### src/rtl/spi_regfile_periph.sv
// SPI mode-0 peripheral owning NUM_REGS x DATA_W registers with write, read-back and strobes.
// Optional SPI_REGFILE_AUTOINC_EN: multi-word frames with auto-incrementing, wrapping address.

module spi_reg_slot #(
  parameter int DATA_W = 8
) (
  input  logic              clk,
  input  logic              rst,
  input  logic              we,
  input  logic [DATA_W-1:0] din,
  output logic [DATA_W-1:0] q,
  output logic              strobe
);
  always_ff @(posedge clk) begin
    if (rst) begin
      q      <= '0;
      strobe <= 1'b0;
    end else begin
      strobe <= we;
      if (we) q <= din;
    end
  end
endmodule

module spi_regfile_periph #(
  parameter int ADDR_W      = 7,
  parameter int DATA_W      = 8,
  parameter int NUM_REGS    = 5,
  parameter int SYNC_STAGES = 2
) (
  input  logic                         clk,
  input  logic                         rst,
  input  logic                         sclk,
  input  logic                         cs_n,
  input  logic                         copi,
  output logic                         cipo,
  output logic                         cipo_oe,
  output logic [NUM_REGS*DATA_W-1:0]   regs_out,
  output logic [NUM_REGS-1:0]          wr_strobe,
  output logic                         frame_err
);
  localparam int FRAME_W = 1 + ADDR_W + DATA_W;
  localparam int HDR_W   = 1 + ADDR_W;
  localparam int SH_W    = (DATA_W > HDR_W) ? DATA_W : HDR_W;
  localparam int CW      = $clog2(FRAME_W + 1);

  localparam logic [2:0] S_IDLE  = 3'd0;
  localparam logic [2:0] S_CMD   = 3'd1;
  localparam logic [2:0] S_WDATA = 3'd2;
  localparam logic [2:0] S_RDATA = 3'd3;
`ifndef SPI_REGFILE_AUTOINC_EN
  localparam logic [2:0] S_OVR   = 3'd4;
`endif

  typedef struct packed {
    logic              vld;
    logic [ADDR_W-1:0] addr;
    logic [DATA_W-1:0] data;
  } wr_req_t;

  function automatic logic addr_valid(input logic [ADDR_W-1:0] a);
    return 32'(a) < 32'(NUM_REGS);
  endfunction

  function automatic logic [DATA_W-1:0] rd_word(input logic [NUM_REGS*DATA_W-1:0] bank,
                                                input logic [ADDR_W-1:0] a);
    logic [DATA_W-1:0] w;
    w = '0;
    for (int k = 0; k < NUM_REGS; k++)
      if (32'(a) == 32'(k)) w = bank[k*DATA_W +: DATA_W];
    return w;
  endfunction

  // Synchronisers clear to 0 so a cs_n held low across reset never looks like a fresh fall.
  logic [SYNC_STAGES-1:0] sclk_sy, cs_sy, copi_sy;
  logic sclk_d, cs_d;

  always_ff @(posedge clk) begin
    if (rst) begin
      sclk_sy <= '0;
      cs_sy   <= '0;
      copi_sy <= '0;
      sclk_d  <= 1'b0;
      cs_d    <= 1'b0;
    end else begin
      sclk_sy <= {sclk_sy[SYNC_STAGES-2:0], sclk};
      cs_sy   <= {cs_sy[SYNC_STAGES-2:0], cs_n};
      copi_sy <= {copi_sy[SYNC_STAGES-2:0], copi};
      sclk_d  <= sclk_sy[SYNC_STAGES-1];
      cs_d    <= cs_sy[SYNC_STAGES-1];
    end
  end

  logic sclk_s, cs_s, copi_s;
  logic sclk_rise, sclk_fall, cs_rise, cs_fall;
  assign sclk_s    = sclk_sy[SYNC_STAGES-1];
  assign cs_s      = cs_sy[SYNC_STAGES-1];
  assign copi_s    = copi_sy[SYNC_STAGES-1];
  assign sclk_rise = sclk_s & ~sclk_d;
  assign sclk_fall = ~sclk_s & sclk_d;
  assign cs_rise   = cs_s & ~cs_d;
  assign cs_fall   = ~cs_s & cs_d;

  logic [2:0]        state;
  logic [CW-1:0]     cnt;
  logic [SH_W-1:0]   shreg;
  logic [SH_W-1:0]   sh_nxt;
  logic [ADDR_W-1:0] addr_q;
  logic              rw_q, addr_bad;
  logic [DATA_W-1:0] rd_sh;
  logic              rd_hold;
  wr_req_t           wreq;
  logic              ferr;
`ifdef SPI_REGFILE_AUTOINC_EN
  localparam int WBW = $clog2(DATA_W + 1);
  logic [WBW-1:0]    wbit;
  logic [ADDR_W-1:0] addr_nxt;
  assign addr_nxt = (addr_q == ADDR_W'(NUM_REGS-1)) ? '0 : addr_q + 1'b1;
`else
  logic              ovr;
`endif

  assign sh_nxt = {shreg[SH_W-2:0], copi_s};

  always_comb begin
    wreq = '0;
    ferr = 1'b0;
    if (cs_rise && state != S_IDLE) begin
`ifdef SPI_REGFILE_AUTOINC_EN
      ferr = (state == S_CMD) || (wbit != '0) || addr_bad;
`else
      ferr      = (cnt != CW'(FRAME_W)) || ovr || addr_bad;
      wreq.vld  = rw_q && !ferr;
      wreq.addr = addr_q;
      wreq.data = shreg[DATA_W-1:0];
`endif
    end
`ifdef SPI_REGFILE_AUTOINC_EN
    else if (sclk_rise && !cs_fall && state == S_WDATA &&
             wbit == WBW'(DATA_W-1) && !addr_bad) begin
      wreq.vld  = 1'b1;
      wreq.addr = addr_q;
      wreq.data = sh_nxt[DATA_W-1:0];
    end
`endif
  end

  // cs_n edges take priority over a coincident sclk edge, which is then dropped.
  always_ff @(posedge clk) begin
    if (rst) begin
      state     <= S_IDLE;
      cnt       <= '0;
      shreg     <= '0;
      addr_q    <= '0;
      rw_q      <= 1'b0;
      addr_bad  <= 1'b0;
      rd_sh     <= '0;
      rd_hold   <= 1'b0;
      frame_err <= 1'b0;
`ifdef SPI_REGFILE_AUTOINC_EN
      wbit      <= '0;
`else
      ovr       <= 1'b0;
`endif
    end else begin
      frame_err <= ferr;
      if (cs_rise) begin
        state <= S_IDLE;
      end else if (cs_fall) begin
        state    <= S_CMD;
        cnt      <= '0;
        shreg    <= '0;
        rw_q     <= 1'b0;
        addr_bad <= 1'b0;
        rd_hold  <= 1'b0;
`ifdef SPI_REGFILE_AUTOINC_EN
        wbit     <= '0;
`else
        ovr      <= 1'b0;
`endif
      end else if (sclk_rise) begin
        case (state)
          S_CMD: begin
            shreg <= sh_nxt;
            cnt   <= cnt + 1'b1;
            if (cnt == CW'(HDR_W-1)) begin
              rw_q     <= sh_nxt[ADDR_W];
              addr_q   <= sh_nxt[ADDR_W-1:0];
              addr_bad <= !addr_valid(sh_nxt[ADDR_W-1:0]);
              state    <= sh_nxt[ADDR_W] ? S_WDATA : S_RDATA;
              if (!sh_nxt[ADDR_W]) begin
                rd_sh   <= rd_word(regs_out, sh_nxt[ADDR_W-1:0]);
                rd_hold <= 1'b1;
              end
            end
          end
`ifdef SPI_REGFILE_AUTOINC_EN
          S_WDATA, S_RDATA: begin
            shreg <= sh_nxt;
            if (wbit == WBW'(DATA_W-1)) begin
              wbit   <= '0;
              addr_q <= addr_nxt;
              if (state == S_RDATA) begin
                rd_sh   <= addr_bad ? '0 : rd_word(regs_out, addr_nxt);
                rd_hold <= 1'b1;
              end
            end else begin
              wbit <= wbit + 1'b1;
            end
          end
`else
          S_WDATA, S_RDATA: begin
            shreg <= sh_nxt;
            cnt   <= cnt + 1'b1;
            if (cnt == CW'(FRAME_W-1)) state <= S_OVR;
          end
          S_OVR: ovr <= 1'b1;
`endif
          default: ;
        endcase
      end else if (sclk_fall && state == S_RDATA) begin
        // The fall right after a load keeps the MSB up for the controller's next rise.
        if (rd_hold) rd_hold <= 1'b0;
        else         rd_sh   <= rd_sh << 1;
      end
    end
  end

  assign cipo_oe = (state == S_RDATA);
  assign cipo    = cipo_oe & rd_sh[DATA_W-1];

  for (genvar k = 0; k < NUM_REGS; k++) begin : g_reg
    spi_reg_slot #(.DATA_W(DATA_W)) u_slot (
      .clk    (clk),
      .rst    (rst),
      .we     (wreq.vld && (wreq.addr == ADDR_W'(k))),
      .din    (wreq.data),
      .q      (regs_out[k*DATA_W +: DATA_W]),
      .strobe (wr_strobe[k])
    );
  end

endmodule

### config.mk
export PLATFORM = sky130hd
export DESIGN_NAME = spi_regfile_periph
export DESIGN_NICKNAME = d
export VERILOG_FILES = /design/src/rtl/spi_regfile_periph.sv
export SDC_FILE = /design/constraint.sdc
export NUM_CORES = 1
export LEC_CHECK = 0
export ABC_AREA = 1
export CORE_MARGIN = 2
export CORE_UTILIZATION = 59
export DETAILED_ROUTE_END_ITERATION = 6
export GPL_TIMING_DRIVEN = 0
export PLACE_DENSITY = 0.89
export SYNTH_ARGS = -nofsm -noshare
export SYNTH_HDL_FRONTEND = slang
export SYNTH_SLANG_ARGS = --single-unit
### constraint.sdc
create_clock -name clk -period 3.48 [get_ports clk]
set_input_delay 1.044 -clock clk [delete_from_list [all_inputs] [get_ports clk]]
set_output_delay 1.044 -clock clk [all_outputs]
set_load 0.03 [all_outputs]
Word level (Yosys, flattened, before mapping):

Index checks and enable logic that the tools add are counted.
W data, S select, Z words.

* input port bits: 5
* output and inout bits: 48
* register bits: 89

* equality and inequality tests: 26
* bitwise operators: 12
* reduce and logical (&&, ||, !) cells: 37
* $lt $le $gt $ge: 1
* muxes and demuxes: 41
* add/subtract/negate cells: 1

Operator list (count)
* $mux W8: 14
* $eq A7 B2 Y1 const B: 4
* $mux W1: 20
* $mux W16: 1
* $mux W5: 3
* $eq A7 B1 Y1 const B: 2
* $eq A7 B3 Y1 const B: 2
* $logic_not A7 Y1: 2
* $reduce_bool A2 Y1: 7
* $reduce_and A4 Y1: 3
* $reduce_and A5 Y1: 2
* $ne A3 B3 Y1 const B: 3
* $reduce_bool A3 Y1: 3
* $logic_and A1 B1 Y1: 8
* $ne A2 B2 Y1 const B: 4
* $lt A7 B3 Y1 const B: 1
* $not A1 Y1: 7
* $reduce_and A7 Y1: 1
* $eq A3 B2 Y1 const B: 2
* $mux W3: 2
* $ne A3 B1 Y1 const B: 2
* $pmux W3 S2: 1
* $reduce_and A3 Y1: 2
* $reduce_or A2 Y1: 3
* 11 further kinds: 19

Depth between registers and ports, before layout:

Gate-level depths: netlist of run 1.

* word-level depth: 10
* mapped depth: 11

By module:

From an unflattened synthesis of run 1, not the netlist that was laid out.

* cell total of the unflattened synthesis: 659
* area total of the unflattened synthesis: 4448.0 sq um

By module, submodules not included
* spi_regfile_periph: cells each 389, instances 1, area each 2602.5 sq um, sequential area each 880.8 sq um
* spi_reg_slot: cells each 54, instances 5, area each 369.1 sq um, sequential area each 180.2 sq um

Worst setup path before layout of run 1:

Ideal clock, no wire load.

* kind: register -> output
* start: register state[2]
* end: output port cipo
* cell stages (with the launch flop): 4
* arrival time: 1138 ps
* required time: 2436 ps
* setup slack: 1298 ps
* path through: dfxtp_1 -> inv_2 -> nand2_1 -> nor3_1

* longest elaborated chain between the ends: 2

Ends and longest elaborated chain
* start, declared: RTL line 104 `logic [2:0] state;`
* start signal, assigned: RTL line 190 `state <= sh_nxt[ADDR_W] ? S_WDATA : S_RDATA;`
* $eq A3 B2 Y1: RTL line 229 `assign cipo_oe = (state == S_RDATA);`
* $and A1 B1 Y1: RTL line 230 `assign cipo = cipo_oe & rd_sh[DATA_W-1];`
* end, declared: RTL line 36 `output logic cipo,`

No other way between the ends.

Worst setup path after layout of run 1:

* start: register state[1]
* end: output port cipo

The elaborated chain is that of the path after synthesis.

==> run_results.csv, run 1 <==
group,metric,value,unit
die,dieArea,0.00773,mm^2
die,io_pins,53,
sta,grt_setup_unrepaired,"false",
finish,final.fill_count,544,
sta,max_clock_freq,358,MHz
finish,multi_input_area,0.00198,mm^2
job,cap_violations,0,
routing,drtPass1Iterations,5,
worst_setup_path,worstPathMaxFanout,5,
clocking,cts_hold_buf,0,
synth,synth_top_area_share,42.9,%
finish,num-nets-final,667,
global_routing,grt_max_degree,15,
sta,finClkSkew,9.74,ps
finish,drive_above_1_share,9.67,%
finish,final_area,0.00501,mm^2
worst_setup_path,worstRegToRegCells,10,
sta,final_hold_viol_count,0,
sta,worstMarginPinSlew,661,ps
clocking,ctsResizeCount,0,
die,die_w,87.9,um
synth,syn-num-nets,605,
place,port_buffers,51,
place,post-place-cells,742,
worst_setup_path,cp.required,2440,ps
clocking,cts_tree,"yes",
sta,setup_viol_count_final,0,
power_and_ir_drop,max-vdd-ir-drop,0.255,mV
place,hpwl,8280,um
global_routing,grt_pass1_vias,3967,
synth,synth_top_area_cell,"dfxtp_1",
synth,netlist_instances,595,
finish,finish.utilization,73.8,%
die,rows,30,
synth,yosysUniqueCellTypes,28,
synth,ys_top_cells_by_area,"dfxtp_1 (43%), nor2_1 (13%), nand2_1 (7.1%)",
clocking,clk_path_buf_depth,2,
routing,drt_iter0_drc,429,
die,start_util,61.1,%
worst_setup_path,path_class,"flop to output port",
synth,syn_area_per_cell,6.98,um^2
global_routing,grt_pass1_wl,19100,um
finish,final_cell_mix,"nor2_1 (140), dfxtp_1 (89), nand2_1 (79)",
worst_hold_path,holdPathStages,2,
place,place.gp.congestion,0.941,
finish,final_common_cell,"nor2_1",
clocking,h-tree-depth,3,
global_routing,globalRouteTotalUtil,32.2,%
power_and_ir_drop,p_leak,0.00225,uW
clocking,cts.sinks,89,
sta,period_share,80.4,%
synth,seq_area_frac_synth,42.9,%
routing,via_per_inst,5.55,
synth,ys_ff_latch,89,
routing,wl_per_cell,15.5,um
finish,final_cells,758,
sta,maxSlewHeadroom,55.8,%
outcome,status,"complete, no violations",
clocking,cts_buffers,9,
die,core,0.00679,mm^2
routing,ant_nets,0,
global_routing,antenna_found_initial,0,
global_routing,gr-total-overflow,0,
clocking,cts_root_buf,"clkbuf_8",
clocking,path_clk_slew,90,ps
worst_setup_path,cp-end-kind,"output port",
finish,synthToLayoutAreaGrowth,20.7,%
clocking,post_cts_buffers,0,
synth,yosysWarnings,0,
routing,vias,4207,
worst_setup_path,critPathArrivalTime,1750,ps
clocking,clk_latency,370,ps
worst_setup_path,startpoint_type,"flop",
power_and_ir_drop,powerDensity,384,mW/mm^2
sta,min_period,2800,ps
sta,drv_slew,0,
routing,finalWirelength,11800,um
routing,drc_errors,0,
synth,syn_area,0.00415,mm^2
finish,antennaDiodeCount,0,
die,die_h,87.9,um
sta,tns,0,ps
place,place_area,0.00478,mm^2
worst_hold_path,min_path_type,"flop to flop",
finish,seq_area,0.00178,mm^2
==> worst max-delay path, cell delays in order, from the launching register on <==
cell and delay [ps]:
dfxtp_1 390, nand2_1 140, nor3_1 160, clkdlybuf4s50_1 690
==> final timing paths <==
path,start,to,slack (ps)
worst min register to register,cs_sy[0],cs_sy[1],410
worst max register to register,cs_sy[1],shreg[3],1590
worst max-delay path,state[1],cipo,680
worst min-delay path,cs_sy[0],cs_sy[1],410
==> state kept, by name, indices dropped and copies added (netlist names), 2 cells and up <==
signal           count
g.u_slot.q          40
rd_sh                8
shreg                8
addr_q               7
cnt                  5
g.u_slot.strobe      5
state                3
copi_sy              2
cs_sy                2
sclk_sy              2
==> cell type report <==
cell class	instances	area share, %
Multi-Input combinational cell	416	39.4
Clock buffer	12	3.09
Inverter	64	4.79
Buffer	26	3.09
Timing Repair Buffer	51	10.2
Tap cell	96	2.40
Clock inverter	4	1.50
Sequential cell	89	35.5
==> synth_stat cells (all sizes together) <==
library cell / n
nor3b: 1
nand2: 83
o211ai: 1
inv: 64
nor3: 7
a21oi: 34
nand4: 1
nor2: 150
nand3b: 1
ha: 5
dfxtp: 89
buf: 17
o21ai: 56
o21a: 1
clkbuf: 9
nand3: 59
nor4: 1
o21bai: 16
==> per-stage QoR <==
step                total power [uW]  setup WS (ps)  hold slack (ps)
finish                          1930            683              407
global route                    1980            621              434
CTS                             1930            673              412
detailed placement              1130           1070              400
global placement                1130           1110              390
floorplan                       1110           1300              388
==> kinds of logic after synthesis <==
| logic type | after synthesis | synth area share (%) |
|---|---|---|
| adders and majority gates | 5 | 1.51 |
| buffers and inverters | 90 | 9.52 |
| AOI/OAI and AO/OA | 108 | 14.2 |
| DFF | 89 | 42.9 |
| and+or+nand+nor | 303 | 31.9 |
==> routing by layer <==
metal / vias to the layer above / share of wire (%) / GRT usage, %
li1: 2018 / - / -
met1: 1949 / 42 / 41.5
met2: 211 / 47 / 52.2
met3: 29 / 8.5 / 6.79
met4: 0 / 2.4 / 14.4
met5: - / 0 / 0
==> where the power goes <==
group / total (uW) / internal (uW) / leakage [uW] / switching, uW
sequential: 1030 / 1030 / 0.000719 / 3.95
combinational: 78.6 / 25.9 / 0.00143 / 52.7
clock: 818 / 444 / 0.000109 / 374
total: 1930 / 1500 / 0.00225 / 431
No activity file was read; power rests on OpenSTA's default activity.
==> run 2, diff against run 1 <==
- CORE_UTILIZATION: 59 -> 50
- PLACE_DENSITY: 0.89 -> 0.81
- clock period: 3.48 -> 2.3 ns (I/O delays scaled with it)
==> run 2 against run 1 <==
Net effect: hold slack worse by 3.8 ps; via count shrank 0.95%; setup slack got worse by 550 ps; largest power group unchanged.
==> run_results.csv, run 2 (synthesized netlist as in run 1, its figures left out) <==
group,metric,value,unit
outcome,status,"complete, no violations",
power_and_ir_drop,pwr-share-comb,4.2,%
global_routing,antenna_found_initial,0,
sta,finClkSkew,13.5,ps
clocking,path_clk_slew,90,ps
routing,ant_nets,0,
routing,wl_per_cell,14.7,um
routing,drc_errors,0,
clocking,post_cts_buffers,0,
clocking,clk_latency,370,ps
die,dieArea,0.00905,mm^2
finish,top_regs,"g.u_slot.q: 40 flops, rd_sh: 8 flops, shreg: 8 flops",
finish,synthToLayoutAreaGrowth,20.1,%
power_and_ir_drop,switching_power,663,uW
die,core,0.00813,mm^2
sta,drv_slew,0,
finish,final_cell_mix,"nor2_1 (140), dfxtp_1 (89), nand2_1 (79)",
finish,antennaDiodeCount,0,
power_and_ir_drop,p_sw_share,24.0,%
clocking,cts_hold_buf,0,
worst_setup_path,startpoint_type,"flop",
worst_setup_path,worstPathMaxFanout,3,
sta,grt_setup_unrepaired,"false",
sta,setup_viol_count_final,0,
sta,maxSlewHeadroom,60.3,%
worst_setup_path,cp-end-kind,"output port",
worst_setup_path,cpMaxStageDelayCell,"clkdlybuf4s50_1",
routing,vias,4167,
finish,largest_register_ffs,40,
worst_setup_path,crit_buf_inv,1,
worst_hold_path,hold_start,"copi_sy[0]",
finish,finish.utilization,61.3,%
worst_setup_path,rrSetupSlack,400,ps
finish,regMostFlops,"g.u_slot.q",
clocking,cts_root_buf,"clkbuf_8",
routing,top_layer_used,"met4",
worst_hold_path,holdPathStages,2,
sta,worstMarginPinSlew,593,ps
routing,drtPass1Iterations,5,
die,rows,33,
sta,max_clock_freq,462,MHz
power_and_ir_drop,clkPwrFrac,39.3,%
global_routing,grt_max_degree,16,
global_routing,gr-total-overflow,0,
place,hpwl,8210,um
worst_setup_path,r2r_end,"shreg[4]",
worst_setup_path,crit_chain,"clkdlybuf4s50_1",
worst_setup_path,max_stage_delay,700,ps
global_routing,globalRouteTotalUtil,27.0,%
clocking,clk_path_buf_depth,2,
job,cap_violations,0,
routing,finalWirelength,11300,um
global_routing,grt_pass1_vias,4003,
die,io_pins,53,
sta,final_hold_viol_count,0,
clocking,cts.sinks,89,
place,place.gp.congestion,0.955,
power_and_ir_drop,pwr-share-seq,56.4,%
place,port_buffers,51,
worst_setup_path,path_class,"flop to output port",
routing,met3_length,803,um
finish,drive_above_1_share,9.67,%
clocking,h-tree-depth,3,
worst_setup_path,worstRegToRegCells,10,
die,start_util,51.1,%
clocking,cts_buffers,9,
power_and_ir_drop,powerDensity,553,mW/mm^2
worst_setup_path,crit_cells,1,
worst_setup_path,critPathArrivalTime,1470,ps
global_routing,grt_pass1_wl,19000,um
power_and_ir_drop,p_leak,0.00225,uW
die,die_h,95.2,um
finish,final_common_cell,"nor2_1",
worst_hold_path,hold_path_end,"copi_sy[1]",
routing,drt_iter0_drc,369,
worst_hold_path,min_path_type,"flop to flop",
die,die_w,95.2,um
sta,period_share,94.1,%
power_and_ir_drop,p_int,2100,uW
worst_setup_path,path_delay_family,"buffers and inverters",
routing,via_per_inst,5.43,
routing,drt-met1-wl,4930,um
clocking,ctsResizeCount,2,
power_and_ir_drop,max-vdd-ir-drop,0.342,mV
finish,num-nets-final,667,
routing,met2WireLength,5150,um
sta,min_period,2160,ps
worst_setup_path,r2r-start,"cs_sy[1]",
finish,final.fill_count,730,
clocking,cts_tree,"yes",
sta,tns,0,ps
worst_setup_path,cp.required,1610,ps
-- run 2: cell count changes in the layout (fill, tap and decap cells not counted), sizes merged --
cell and delta:
bufinv -1, clkbuf -2, clkdlybuf4s50 -2, clkinv +2, dlygate4sd2 +2, inv +1
-- run 2: per-layer routing --
metal | vias up | track usage (%)
met3 | 36 | 4.58
met2 | 178 | 42.4
li1 | 2027 | -
met1 | 1926 | 35.6
met4 | 0 | 13.9
met5 | - | 0
-- run 2: layout make-up --
class / count / area (um^2) / share of cell area (%)
repair buffers: 51 / 508 / 10.2
clock inverters: 6 / 67.6 / 1.35
clock buffers: 10 / 128 / 2.56
flip-flops and latches: 89 / 1780 / 35.7
plain buffers: 26 / 155 / 3.11
well taps: 105 / 131 / 2.63
multi-input cells: 416 / 1980 / 39.6
inverters: 64 / 240 / 4.82
-- run 2: power groups by stage --
stage	Sequential [uW]	Combinational (uW)	Clock (uW)
2_1_floorplan	1590	84.5	0
3_3_place_gp	1590	110	0
3_5_place_dp	1590	114	0
4_1_cts	1560	115	1090
5_1_grt	1560	132	1160
6_report	1560	116	1090
-- run 2: stage by stage --
stage / power [uW] / hold slack (ps) / std cells / area [um^2] / worst slack [ps]
global placement: 1700 / 390 / 751 / 4800 / 278
finish: 2760 / 403 / 767 / 4990 / 136
CTS: 2760 / 406 / 767 / 4990 / 147
floorplan: 1680 / 388 / 595 / 4150 / 472
detailed placement: 1710 / 395 / 751 / 4800 / 255
global route: 2860 / 430 / 767 / 4990 / 76.5
-- run 2: worst max path at each step --
stage,to,slack [ps],from
final,regs_out[9],140,g_reg[1].u_slot.q[1]
after global routing,cipo,80,state[2]
after CTS,regs_out[5],150,g_reg[0].u_slot.q[5]
after detailed placement,addr_q[5],250,rst
after global placement,cipo,280,state[2]
after floorplan,cipo,470,state[2]
==> run 3, diff against run 2 <==
- CTS_BUF_LIST: default -> sky130_fd_sc_hd__clkbuf_4 sky130_fd_sc_hd__clkbuf_8 sky130_fd_sc_hd__clkbuf_16
==> run 3 against run 2 <==
Net effect: design area hardly changed; largest power group unchanged; critical path depth stayed put; cell count stayed put; combinational power hardly changed; first-iteration DRC count is 8.9% lower; die area stayed put; setup slack better by 2.1 ps; highest routed layer unchanged; critical endpoint unchanged; utilization hardly changed; register-to-register slack hardly changed; hold slack hardly changed; fmax hardly changed.
==> run_results.csv, run 3 (synthesized netlist as in run 1, its figures left out) <==
group,metric,value,unit
worst_hold_path,min_path_type,"flop to flop",
clocking,cts_buffers,9,
sta,setup_viol_count_final,0,
clocking,h-tree-depth,3,
clocking,path_clk_slew,90,ps
worst_setup_path,path_class,"flop to output port",
worst_hold_path,hold_start,"cs_sy[0]",
sta,worstMarginPinSlew,605,ps
finish,final_common_cell,"nor2_1",
finish,synthToLayoutAreaGrowth,20.2,%
routing,vias,4169,
global_routing,gr-total-overflow,0,
worst_setup_path,crit_buf_inv,1,
sta,max_clock_freq,463,MHz
finish,largest_register_ffs,40,
worst_setup_path,rrSetupSlack,410,ps
die,io_pins,53,
sta,tns,0,ps
sta,final_hold_viol_count,0,
clocking,cts_hold_buf,0,
die,dieArea,0.00905,mm^2
die,die_h,95.2,um
finish,regMostFlops,"g.u_slot.q",
clocking,cts.sinks,89,
worst_setup_path,critPathArrivalTime,1470,ps
worst_setup_path,cp-end-kind,"output port",
clocking,cts_root_buf,"clkbuf_8",
sta,fin_ws,138,ps
worst_hold_path,hold_path_end,"cs_sy[1]",
job,cap_violations,0,
routing,drc_errors,0,
clocking,clk_latency,370,ps
sta,grt_setup_unrepaired,"false",
worst_hold_path,holdPathStages,2,
sta,min_period,2160,ps
worst_setup_path,r2r-start,"cs_sy[1]",
routing,ant_nets,0,
global_routing,antenna_found_initial,0,
global_routing,grt_pass1_wl,18900,um
worst_setup_path,r2r_end,"cnt[2]",
finish,antennaDiodeCount,0,
global_routing,grt_pass1_vias,3999,
sta,drv_slew,0,
clocking,post_cts_buffers,0,
finish,final_cell_mix,"nor2_1 (140), dfxtp_1 (89), nand2_1 (79)",
sta,finClkSkew,14.1,ps
sta,maxSlewHeadroom,59.5,%
die,core,0.00813,mm^2
place,dpl_worst_slack,255,ps
global_routing,globalRouteTotalUtil,26.9,%
finish,drive_above_1_share,9.82,%
routing,finalWirelength,11300,um
worst_setup_path,worstPathMaxFanout,3,
clocking,clk_path_buf_depth,2,
power_and_ir_drop,p_leak,0.00225,uW
power_and_ir_drop,powerDensity,555,mW/mm^2
worst_setup_path,crit_cells,1,
sta,holdWs,403,ps
die,rows,33,
worst_setup_path,cpMaxStageDelayCell,"clkdlybuf4s50_1",
finish,top_regs,"g.u_slot.q: 40 flops, rd_sh: 8 flops, shreg: 8 flops",
worst_setup_path,path_delay_family,"buffers and inverters",
die,die_w,95.2,um
sta,period_share,94.0,%
global_routing,grt_max_degree,16,
routing,drtPass1Iterations,5,
finish,final.fill_count,730,
worst_setup_path,max_stage_delay,700,ps
routing,wl_per_cell,14.7,um
place,place.gp.congestion,0.955,
worst_setup_path,cp.required,1610,ps
clocking,ctsResizeCount,2,
routing,via_per_inst,5.44,
routing,drt_iter0_drc,336,
clocking,cts_tree,"yes",
worst_setup_path,crit_chain,"clkdlybuf4s50_1",
power_and_ir_drop,max-vdd-ir-drop,0.342,mV
place,port_buffers,51,
worst_setup_path,worstRegToRegCells,10,
place,hpwl,8210,um
worst_setup_path,startpoint_type,"flop",
finish,num-nets-final,667,
die,start_util,51.1,%
outcome,status,"complete, no violations",
==> run 3: cell type report <==
type | count | area (um^2) | area share [%]
buffer | 26 | 155 | 3.11
clock buffer | 10 | 131 | 2.63
clock inverter | 6 | 67.6 | 1.35
inverter | 64 | 240 | 4.81
multi-input combinational | 416 | 1980 | 39.6
sequential | 89 | 1780 | 35.7
tap | 105 | 131 | 2.63
timing repair buffer | 51 | 508 | 10.2
==> run 3: worst max-delay path by stage <==
stage / from / end
global route: state[2] / cipo
global placement: state[2] / cipo
floorplan: state[2] / cipo
detailed placement: rst / addr_q[5]
CTS: g_reg[0].u_slot.q[5] / regs_out[5]
finish: g_reg[1].u_slot.q[1] / regs_out[9]
==> run 3: layer usage <==
| metal | GRT usage [%] | vias to the layer above | routed length [um] |
|---|---|---|---|
| met5 | 0 | - | 0 |
| met1 | 35.7 | 1925 | 4940 |
| li1 | - | 2025 | - |
| met4 | 13.9 | 0 | 317 |
| met2 | 42.2 | 191 | 5230 |
| met3 | 4.58 | 28 | 827 |
==> run 3: power by group <==
| group | total, uW | internal [uW] | switching (uW) |
|---|---|---|---|
| combinational | 116 | 38.9 | 77.3 |
| clock | 1090 | 518 | 576 |
| sequential | 1560 | 1550 | 5.53 |
| total | 2770 | 2110 | 659 |
==> run 3: metrics by stage <==
step	instances	instance area, um^2	utilization (%)	power (uW)
after detailed placement	751	4800	59.0	1710
after global routing	767	4990	61.4	2870
after floorplan	595	4150	-	1680
final	767	4990	61.4	2770
after global placement	751	4800	59.0	1700
after CTS	767	4990	61.4	2770
